==> src/rtl/ring_osc_pkg.sv <==
// Shared constants and types for the programmable ring-oscillator bank.
// Holds the reset divisor default, the edge-counter width and the per-channel
// state encoding used by ring_osc_channel.
package ring_osc_pkg;

  // Divisor loaded into every channel's shadow and divisor registers at reset.
  localparam int RING_OSC_DEFAULT_DIV = 8;

  // Width of each channel's rising-edge counter on the edge_cnt bus.
  localparam int EDGE_CNT_W = 16;

  // IDLE: parked low.
  // RUN: toggling.
  // STOPPING: counting out the current half-period before parking.
  typedef enum logic [1:0] {
    IDLE     = 2'd0,
    RUN      = 2'd1,
    STOPPING = 2'd2
  } ch_state_t;

endpackage

==> src/rtl/ring_osc_channel.sv <==
// One oscillator channel: shadow/divisor registers, half-period counter,
// start/stop FSM and, when RING_OSC_EDGE_COUNT_EN is defined, a rising-edge counter.
// Ports: clock, Reset (sync active-low), Enable (global freeze), wr/wr_data
// (decoded shadow write), ch_en (run request), q, active, edge_cnt.
module ring_osc_channel
  import ring_osc_pkg::*;
#(
  parameter int CNT_W       = 8,
  parameter int DEFAULT_DIV = RING_OSC_DEFAULT_DIV
) (
  input  logic                  clock,
  input  logic                  Reset,
  input  logic                  Enable,
  input  logic                  wr,
  input  logic [CNT_W-1:0]      wr_data,
  input  logic                  ch_en,
  output logic                  q,
  output logic                  active,
  output logic [EDGE_CNT_W-1:0] edge_cnt
);

  ch_state_t        state, state_nxt;
  logic [CNT_W-1:0] cnt, cnt_nxt;
  logic [CNT_W-1:0] div, div_nxt;
  logic [CNT_W-1:0] shadow, shadow_nxt;
  logic             q_nxt;
  logic             tc;

  always_ff @(posedge clock) begin
    if (!Reset) begin
      state  <= IDLE;
      cnt    <= '0;
      div    <= CNT_W'(DEFAULT_DIV);
      shadow <= CNT_W'(DEFAULT_DIV);
      q      <= 1'b0;
    end else begin
      state  <= state_nxt;
      cnt    <= cnt_nxt;
      div    <= div_nxt;
      shadow <= shadow_nxt;
      q      <= q_nxt;
    end
  end

  always_comb begin
    state_nxt  = state;
    cnt_nxt    = cnt;
    div_nxt    = div;
    q_nxt      = q;
    shadow_nxt = wr ? wr_data : shadow;
    tc         = (state != IDLE) && Enable && (cnt == div);

    if (state == IDLE) begin
      // Idle channels track the shadow one clock behind, even while frozen.
      div_nxt = shadow;
      if (Enable && ch_en) begin
        state_nxt = RUN;
        cnt_nxt   = '0;
        q_nxt     = 1'b0;
      end
    end else if (Enable) begin
      if (tc) begin
        // The shadow value from before this edge is taken; a write landing on
        // the same edge waits for the next terminal count.
        cnt_nxt = '0;
        div_nxt = shadow;
        if (ch_en) begin
          q_nxt     = ~q;
          state_nxt = RUN;
        end else begin
          // A high half ends with a fall; a low half ends without a rise.
          q_nxt     = 1'b0;
          state_nxt = IDLE;
        end
      end else begin
        cnt_nxt   = cnt + 1'b1;
        state_nxt = ch_en ? RUN : STOPPING;
      end
    end
  end

  assign active = (state != IDLE);

`ifdef RING_OSC_EDGE_COUNT_EN
  logic [EDGE_CNT_W-1:0] ecnt;

  // A divisor write clears the count even if a rising edge coincides.
  always_ff @(posedge clock) begin
    if (!Reset) begin
      ecnt <= '0;
    end else if (wr) begin
      ecnt <= '0;
    end else if (q_nxt && !q) begin
      ecnt <= ecnt + 1'b1;
    end
  end

  assign edge_cnt = ecnt;
`else
  assign edge_cnt = '0;
`endif

endmodule

==> src/rtl/prog_ring_osc_bank.sv <==
// Bank of CHANNELS programmable square-wave generators sharing one write port.
// Ports: clock, Reset (sync active-low), Enable, wr_en/wr_addr/wr_data, ch_en,
// Q, active, edge_cnt (live only with macro RING_OSC_EDGE_COUNT_EN, else 0).
module prog_ring_osc_bank
  import ring_osc_pkg::*;
#(
  parameter int CHANNELS    = 4,
  parameter int CNT_W       = 8,
  parameter int DEFAULT_DIV = RING_OSC_DEFAULT_DIV
) (
  input  logic                                            clock,
  input  logic                                            Reset,
  input  logic                                            Enable,
  input  logic                                            wr_en,
  input  logic [((CHANNELS > 1) ? $clog2(CHANNELS) : 1)-1:0] wr_addr,
  input  logic [CNT_W-1:0]                                wr_data,
  input  logic [CHANNELS-1:0]                             ch_en,
  output logic [CHANNELS-1:0]                             Q,
  output logic [CHANNELS-1:0]                             active,
  output logic [CHANNELS*EDGE_CNT_W-1:0]                  edge_cnt
);

  localparam int ADDR_W = (CHANNELS > 1) ? $clog2(CHANNELS) : 1;

  // Addresses at or beyond CHANNELS match no channel, so such writes vanish.
  for (genvar i = 0; i < CHANNELS; i++) begin : g_ch
    localparam logic [ADDR_W-1:0] IDX = ADDR_W'(i);

    ring_osc_channel #(
      .CNT_W       (CNT_W),
      .DEFAULT_DIV (DEFAULT_DIV)
    ) u_ch (
      .clock    (clock),
      .Reset    (Reset),
      .Enable   (Enable),
      .wr       (wr_en && (wr_addr == IDX)),
      .wr_data  (wr_data),
      .ch_en    (ch_en[i]),
      .q        (Q[i]),
      .active   (active[i]),
      .edge_cnt (edge_cnt[i*EDGE_CNT_W +: EDGE_CNT_W])
    );
  end

endmodule
==> config.mk <==
export PLATFORM = sky130hd
export DESIGN_NAME = prog_ring_osc_bank
export DESIGN_NICKNAME = d
export VERILOG_FILES = /design/src/rtl/ring_osc_pkg.sv /design/src/rtl/ring_osc_channel.sv /design/src/rtl/prog_ring_osc_bank.sv
export SDC_FILE = /design/constraint.sdc
export NUM_CORES = 1
export LEC_CHECK = 0
export CAP_MARGIN = 25
export CORE_AREA = 5 5 106 108
export CTS_BUF_LIST = sky130_fd_sc_hd__clkbuf_4
export CTS_CLUSTER_DIAMETER = 150
export CTS_CLUSTER_SIZE = 10
export DETAILED_ROUTE_END_ITERATION = 8
export DIE_AREA = 0 0 111 113
export GPL_ROUTABILITY_DRIVEN = 1
export PLACE_DENSITY = 0.77
export SYNTH_ARGS = -nofsm -noshare
export SYNTH_HDL_FRONTEND = slang
export SYNTH_HIERARCHICAL = 1
export SYNTH_SLANG_ARGS = --single-unit
==> constraint.sdc <==
create_clock -name clock -period 2.29 [get_ports clock]
set_clock_uncertainty 0.15 [all_clocks]
set_input_delay 0.5725 -clock clock [delete_from_list [all_inputs] [get_ports clock]]
set_output_delay 0.5725 -clock clock [all_outputs]
set_load 0.005 [all_outputs]
==> flow_metrics.env, run 1 <==
export IMPL_run_status="finished, final reports clean"
export IMPL_synth_mux_area_share_pct=7.96
export IMPL_max_freq_mhz=449
export IMPL_period_needed_ns=2.23
export IMPL_worst_slack_ns=0.0639
export IMPL_avgSynthCellArea_um2=8.49
export IMPL_die_area_mm2=0.0125
export IMPL_synthArstFlopShare_pct=0
export IMPL_drt_iter0_drc=214
export IMPL_antenna_cells=0
export IMPL_synthXorXnorAreaFrac_pct=5.18
export IMPL_clk_path_buf_depth=2
export IMPL_rows=37
export IMPL_initial_core_util_pct=53.4
export IMPL_synth_warnings=6
export IMPL_die_h_um=113
export IMPL_grt_pass1_vias=3848
export IMPL_ir_worst_vdd_v=0.000407
export IMPL_io_buffers=25
export IMPL_ioPinCount=90
export IMPL_tns_ns=0
export IMPL_critPathMaxFanout=3
export IMPL_finalHoldViolations=0
export IMPL_worst_path_max_delay_cell="clkdlybuf4s50_1"
export IMPL_setup_viol=0
export IMPL_cts_sinks=108
export IMPL_ys_ff_latch=108
export IMPL_routedWlPerCell_um=13.2
export IMPL_drtAntennaViolNets=0
export IMPL_register_area_mm2=0.00217
export IMPL_fin_crit_sh_pct=97.2
export IMPL_synth_seq_area_share_pct=40.0
export IMPL_clkTransAtPathRegs_ns=0.18
export IMPL_grt_max_degree=47
export IMPL_crit_chain="nor2_4 -> inv_1 -> clkdlybuf4s50_1"
export IMPL_nNetsFinal=684
export IMPL_area_growth_pct=6.89
export IMPL_antenna_found_initial=0
export IMPL_ys_flop_type="dfxtp_1"
export IMPL_num_fill_cells=909
export IMPL_synth_edff_count=0
export IMPL_slew_headroom_pct=55.0
export IMPL_synth_area_mm2=0.00541
export IMPL_drive_above_1_share_pct=11.1
export IMPL_required_ns=1.57
export IMPL_critPathMaxStageDelay_ns=0.52
export IMPL_crit_type="reg -> out"
export IMPL_cts_root_buf="clkbuf_4"
export IMPL_clk_latency_ns=0.45
export IMPL_cp_arrival_ns=1.50
export IMPL_crit_path_end_kind="output pin"
export IMPL_startpoint_type="flop"
export IMPL_leakage_nw=2.28
export IMPL_synth_compound_area_share_pct=12.4
export IMPL_place_inst=785
export IMPL_worst_slew_pin_slew_ns=0.672
export IMPL_core_area_mm2=0.0101
export IMPL_grt_pass1_wl_um=17600
export IMPL_dr_pass1_iters=4
export IMPL_drt_wl_total_um=10600
export IMPL_final_cells=803
export IMPL_htree_levels=3
export IMPL_synth_simple_area_share_pct=21.0
export IMPL_overflow=0
export IMPL_hold_slack_ns=0.306
export IMPL_synthAdderAreaFrac_pct=0.925
export IMPL_grtUsageTotal_pct=16.4
export IMPL_vias_per_cell=5.09
export IMPL_multi_input_area_mm2=0.00284
export IMPL_gp_congestion=0.807
export IMPL_ys_types=44
export IMPL_drv_cap=0
export IMPL_synth_cells=637
export IMPL_cts_tree="done"
export IMPL_worstHoldPathType="reg -> reg"
export IMPL_vias=4086
export IMPL_p_per_area_mw_per_mm2=575
export IMPL_die_x_um=111
export IMPL_hpwl_um=7600
export IMPL_synth_top_family_by_area="simple AND/OR/NAND/NOR gates"
export IMPL_cts_buffers_inserted=9
export IMPL_slew_viol_final=0
export IMPL_drc=0
export IMPL_dp_slack_ns=-0.0747
[per-stage QoR]
stage               area (um2)  util (%)  power [W]
global placement          5580      55.1    0.00233
finish                    5780      57.0    0.00333
global route              5780      57.0    0.00347
floorplan                 5640         -    0.00230
CTS                       5750      56.7    0.00333
detailed placement        5580      55.1    0.00234
[worst max-delay path, delay by kind of cell (launching register included)]
kind                   cells  cell delay, ns
buffers and inverters      2            0.61
flip-flops                 1            0.39
AND/OR/NAND/NOR            1            0.05
[final cells by class]
class                      count  share of cell area, %
clock inverter                 7                   1.41
multi-input combinational    486                   49.1
sequential                   108                   37.5
tap                          136                   2.94
clock buffer                   9                   1.17
inverter                      12                  0.779
timing repair buffer          45                   7.10
[Yosys cell counts (4+ instances only)]
library cell	count	area (um2)
nand3_1	54	270
a31oi_1	9	56.3
mux2i_1	43	430
conb_1	4	15.0
buf_6	4	45.0
nor4_2	6	75.1
xnor2_1	8	70.1
a22oi_1	12	90.1
inv_1	9	33.8
buf_4	64	480
nand2_1	82	308
xor2_1	24	210
dfxtp_1	108	2160
o31ai_1	4	30.0
o21ai_2	5	43.8
or2_2	8	50.1
a21oi_1	25	125
nor3_1	4	20.0
ha_1	4	50.1
nor2_1	58	218
o21a_1	6	45.0
clkbuf_1	20	75.1
o21ai_0	15	75.1
o21ai_1	21	105
[routing by layer]
metal	vias up	part of all wire (%)	global-route usage [%]
met4	0	0.95	4.52
met5	-	0	0
met2	84	51	29.0
met3	9	4.0	2.73
met1	1899	45	20.9
li1	2094	-	-
[cells in the final DEF (no fill, tap or decap), types with 4 or more instances in the layout]
cell type	synthesis	final
dfxtp_1	108	101
nand2_1	82	82
conb_1	4	64
nor2_1	58	55
nand3_1	54	54
mux2i_1	43	43
a21oi_1	25	25
xor2_1	24	24
clkdlybuf4s50_1	0	23
o21ai_1	21	21
buf_4	64	19
o21ai_0	15	15
a22oi_1	12	12
clkbuf_4	0	9
inv_1	9	9
a31oi_1	9	9
xnor2_1	8	8
or2_2	8	7
dfxtp_2	0	7
o21a_1	6	6
nor4_2	6	6
o21ai_2	5	5
nor3_1	4	4
o31ai_1	4	4
ha_1	4	4
[logic make-up after synthesis]
kind of cell / count (synthesis)
AOI/OAI and AO/OA: 106
xor gates and xnor gates: 32
adders and majority gates: 4
buffers and inverters: 103
DFF: 108
muxes: 43
other: 4
and+or+nand+nor: 237
[where the power goes]
| part | internal, W | switching, W |
|---|---|---|
| registers | 0.00192 | 0.0000290 |
| clock network | 0.000352 | 0.000663 |
| logic | 0.000135 | 0.000225 |
[final timing paths]
path | endpoint | from | slack [ns] | cells past startpoint
setup reg to reg | g_ch[1].u_ch/div[3] | g_ch[1].u_ch/cnt[5] | 0.27 | 5
hold / removal | g_ch[3].u_ch/div[2] | g_ch[3].u_ch/shadow[2] | 0.31 | 2
setup / recovery | active[3] | g_ch[3].u_ch/state[0] | 0.06 | 3
hold reg to reg | g_ch[3].u_ch/div[2] | g_ch[3].u_ch/shadow[2] | 0.31 | 2
[flip-flops by register name (all words and copies together) (netlist names)]
signal	cells
g_ch.u_ch/div	32
g_ch.u_ch/cnt	32
g_ch.u_ch/q	4
g_ch.u_ch/state	8
g_ch.u_ch/shadow	32
[what timing repair did]
item,CTS,global route
resized for setup,5,10
hold buffers,0,0
pin swaps,0,1
endpoints found under the setup margin,4,4
setup buffers,0,2
Note: power is estimated with default switching activity, not from simulation.
==> inputs of run 2 (changes only) <==
CORE_AREA = 5 5 121 123   (was 5 5 106 108)
DIE_AREA = 0 0 126 128   (was 0 0 111 113)
PLACE_DENSITY = 0.61   (was 0.77)
==> run 2 against run 1 <==
- sequential power about the same
- core utilization decreased by 14 points
- non-clock buffer count rose by 3
- wire length rose by 4.3%
- largest power group unchanged
- flip-flop and latch count unchanged
- register-to-register slack better by 0.02 ns
- clock power grew 5%
- worst hold slack better by 0.0028 ns
- critical path type unchanged
- combinational power hardly changed
- critical path depth down 2
==> flow_metrics.env, run 2 (synthesized netlist as in run 1, its figures left out) <==
export IMPL_rsz0062_at_grt="no"
export IMPL_core_area_mm2=0.0136
export IMPL_cts_root_buf="clkbuf_4"
export IMPL_cpLargestDelayFamily="buffers and inverters"
export IMPL_startpoint_type="flop"
export IMPL_reg2reg_slack_ns=0.29
export IMPL_cts_tree="done"
export IMPL_worstHoldPathType="reg -> reg"
export IMPL_initial_core_util_pct=39.9
export IMPL_clk_path_buf_depth=2
export IMPL_drt_wl_total_um=11000
export IMPL_grt_pass1_wl_um=18100
export IMPL_die_h_um=128
export IMPL_drtAntennaViolNets=0
export IMPL_tns_ns=0
export IMPL_num_fill_cells=1359
export IMPL_vias_per_cell=4.88
export IMPL_cts_buffers_inserted=9
export IMPL_grt_max_degree=43
export IMPL_place_inst=830
export IMPL_die_area_mm2=0.0161
export IMPL_dr_pass1_iters=5
export IMPL_crit_chain="clkdlybuf4s50_1"
export IMPL_timing_critical_path_buf_inv=1
export IMPL_fin_crit_sh_pct=93.5
export IMPL_cts_sinks=108
export IMPL_grtUsageTotal_pct=13.4
export IMPL_setup_viol=0
export IMPL_period_needed_ns=2.14
export IMPL_die_x_um=126
export IMPL_io_buffers=25
export IMPL_antenna_cells=0
export IMPL_area_growth_pct=8.33
export IMPL_overflow=0
export IMPL_hpwl_um=8060
export IMPL_final_cells=850
export IMPL_drv_cap=0
export IMPL_crit_type="reg -> out"
export IMPL_nNetsFinal=687
export IMPL_antenna_found_initial=0
export IMPL_routedWlPerCell_um=13.0
export IMPL_drc=0
export IMPL_placed_cell_area_mm2=0.00563
export IMPL_slew_headroom_pct=53.3
export IMPL_final_cell_mix="dfxtp_1 (102), nand2_1 (82), conb_1 (64), nor2_1 (55), nand3_1 (54)"
export IMPL_gp_congestion=0.781
export IMPL_worst_path_max_delay_cell="clkdlybuf4s50_1"
export IMPL_grt_pass1_vias=3881
export IMPL_max_freq_mhz=467
export IMPL_ir_worst_vdd_v=0.000321
export IMPL_leakage_nw=2.31
export IMPL_critPathMaxStageDelay_ns=0.53
export IMPL_final_area_mm2=0.00586
export IMPL_p_per_area_mw_per_mm2=576
export IMPL_vias=4150
export IMPL_htree_levels=3
export IMPL_slew_viol_final=0
export IMPL_worst_slew_pin_slew_ns=0.698
export IMPL_finalHoldViolations=0
export IMPL_p_total_w=0.00338
export IMPL_rows=43
export IMPL_crit_path_end_kind="output pin"
export IMPL_run_status="finished, final reports clean"
export IMPL_top_regs="g_ch.u_ch/cnt: 32 flops, g_ch.u_ch/div: 32 flops, g_ch.u_ch/shadow: 32 flops"
export IMPL_clkTransAtPathRegs_ns=0.16
export IMPL_final_common_cell="dfxtp_1"
export IMPL_critPathMaxFanout=4
export IMPL_fin_util_pct=43.2
export IMPL_cts_hold_fix_buffers=0
export IMPL_drt_iter0_drc=193
export IMPL_clk_latency_ns=0.46
export IMPL_drive_above_1_share_pct=11.0
export IMPL_ioPinCount=90
export IMPL_cp_arrival_ns=1.42
export IMPL_required_ns=1.57
==> run 2: cell count changes in the layout (fill, tap and decap cells not counted), sizes merged <==
cell	change
bufinv	+1
dlymetal6s2s	+2
clkdlybuf4s50	-3
inv	-3
dlygate4sd2	+1
clkinvlp	+2
buf	+3
==> run 2: repair_timing <==
item / CTS / global route
resized for setup: 14 / 3
cloned: 0 / 0
buffers inserted: 0 / 4
setup endpoints to repair: 4 / 3
pin swaps: 0 / 2
==> run 2: through the flow <==
stage,hold slack [ns],setup slack [ns]
finish,0.308,0.149
global route,0.313,0.0540
CTS,0.311,0.00309
detailed placement,0.290,-0.0506
global placement,0.293,-0.0234
floorplan,0.278,0.614
==> run 2: cell type report <==
type                       count  area, um2  share of cell area (%)
tap                          180        225                    3.84
clock inverter                 7       91.3                    1.56
timing repair buffer          48        424                    7.24
multi-input combinational    486       2840                    48.4
inverter                      12       45.0                   0.769
sequential                   108       2170                    37.0
clock buffer                   9       67.6                    1.15
==> run 2: worst paths after layout <==
| check | end | cells past startpoint | startpoint |
|---|---|---|---|
| worst max-delay path | Q[2] | 1 | g_ch[2].u_ch/q |
| worst min-delay path | g_ch[2].u_ch/div[1] | 2 | g_ch[2].u_ch/shadow[1] |
| worst max register to register | g_ch[2].u_ch/div[3] | 5 | g_ch[2].u_ch/cnt[2] |
| worst min register to register | g_ch[2].u_ch/div[1] | 2 | g_ch[2].u_ch/shadow[1] |
==> run 2: report_power, final <==
part	switching [W]	total (W)	internal, W
clock network	0.000627	0.00106	0.000438
logic	0.000227	0.000361	0.000134
registers	0.0000284	0.00195	0.00192
==> run 2: layer usage <==
layer / GRT usage (%) / vias up / part of all wire (%)
met4: 4.29 / 0 / 1.0
met3: 2.50 / 11 / 4.2
met1: 16.7 / 1945 / 45
met5: 0 / - / 0
met2: 23.5 / 89 / 50
li1: - / 2105 / -
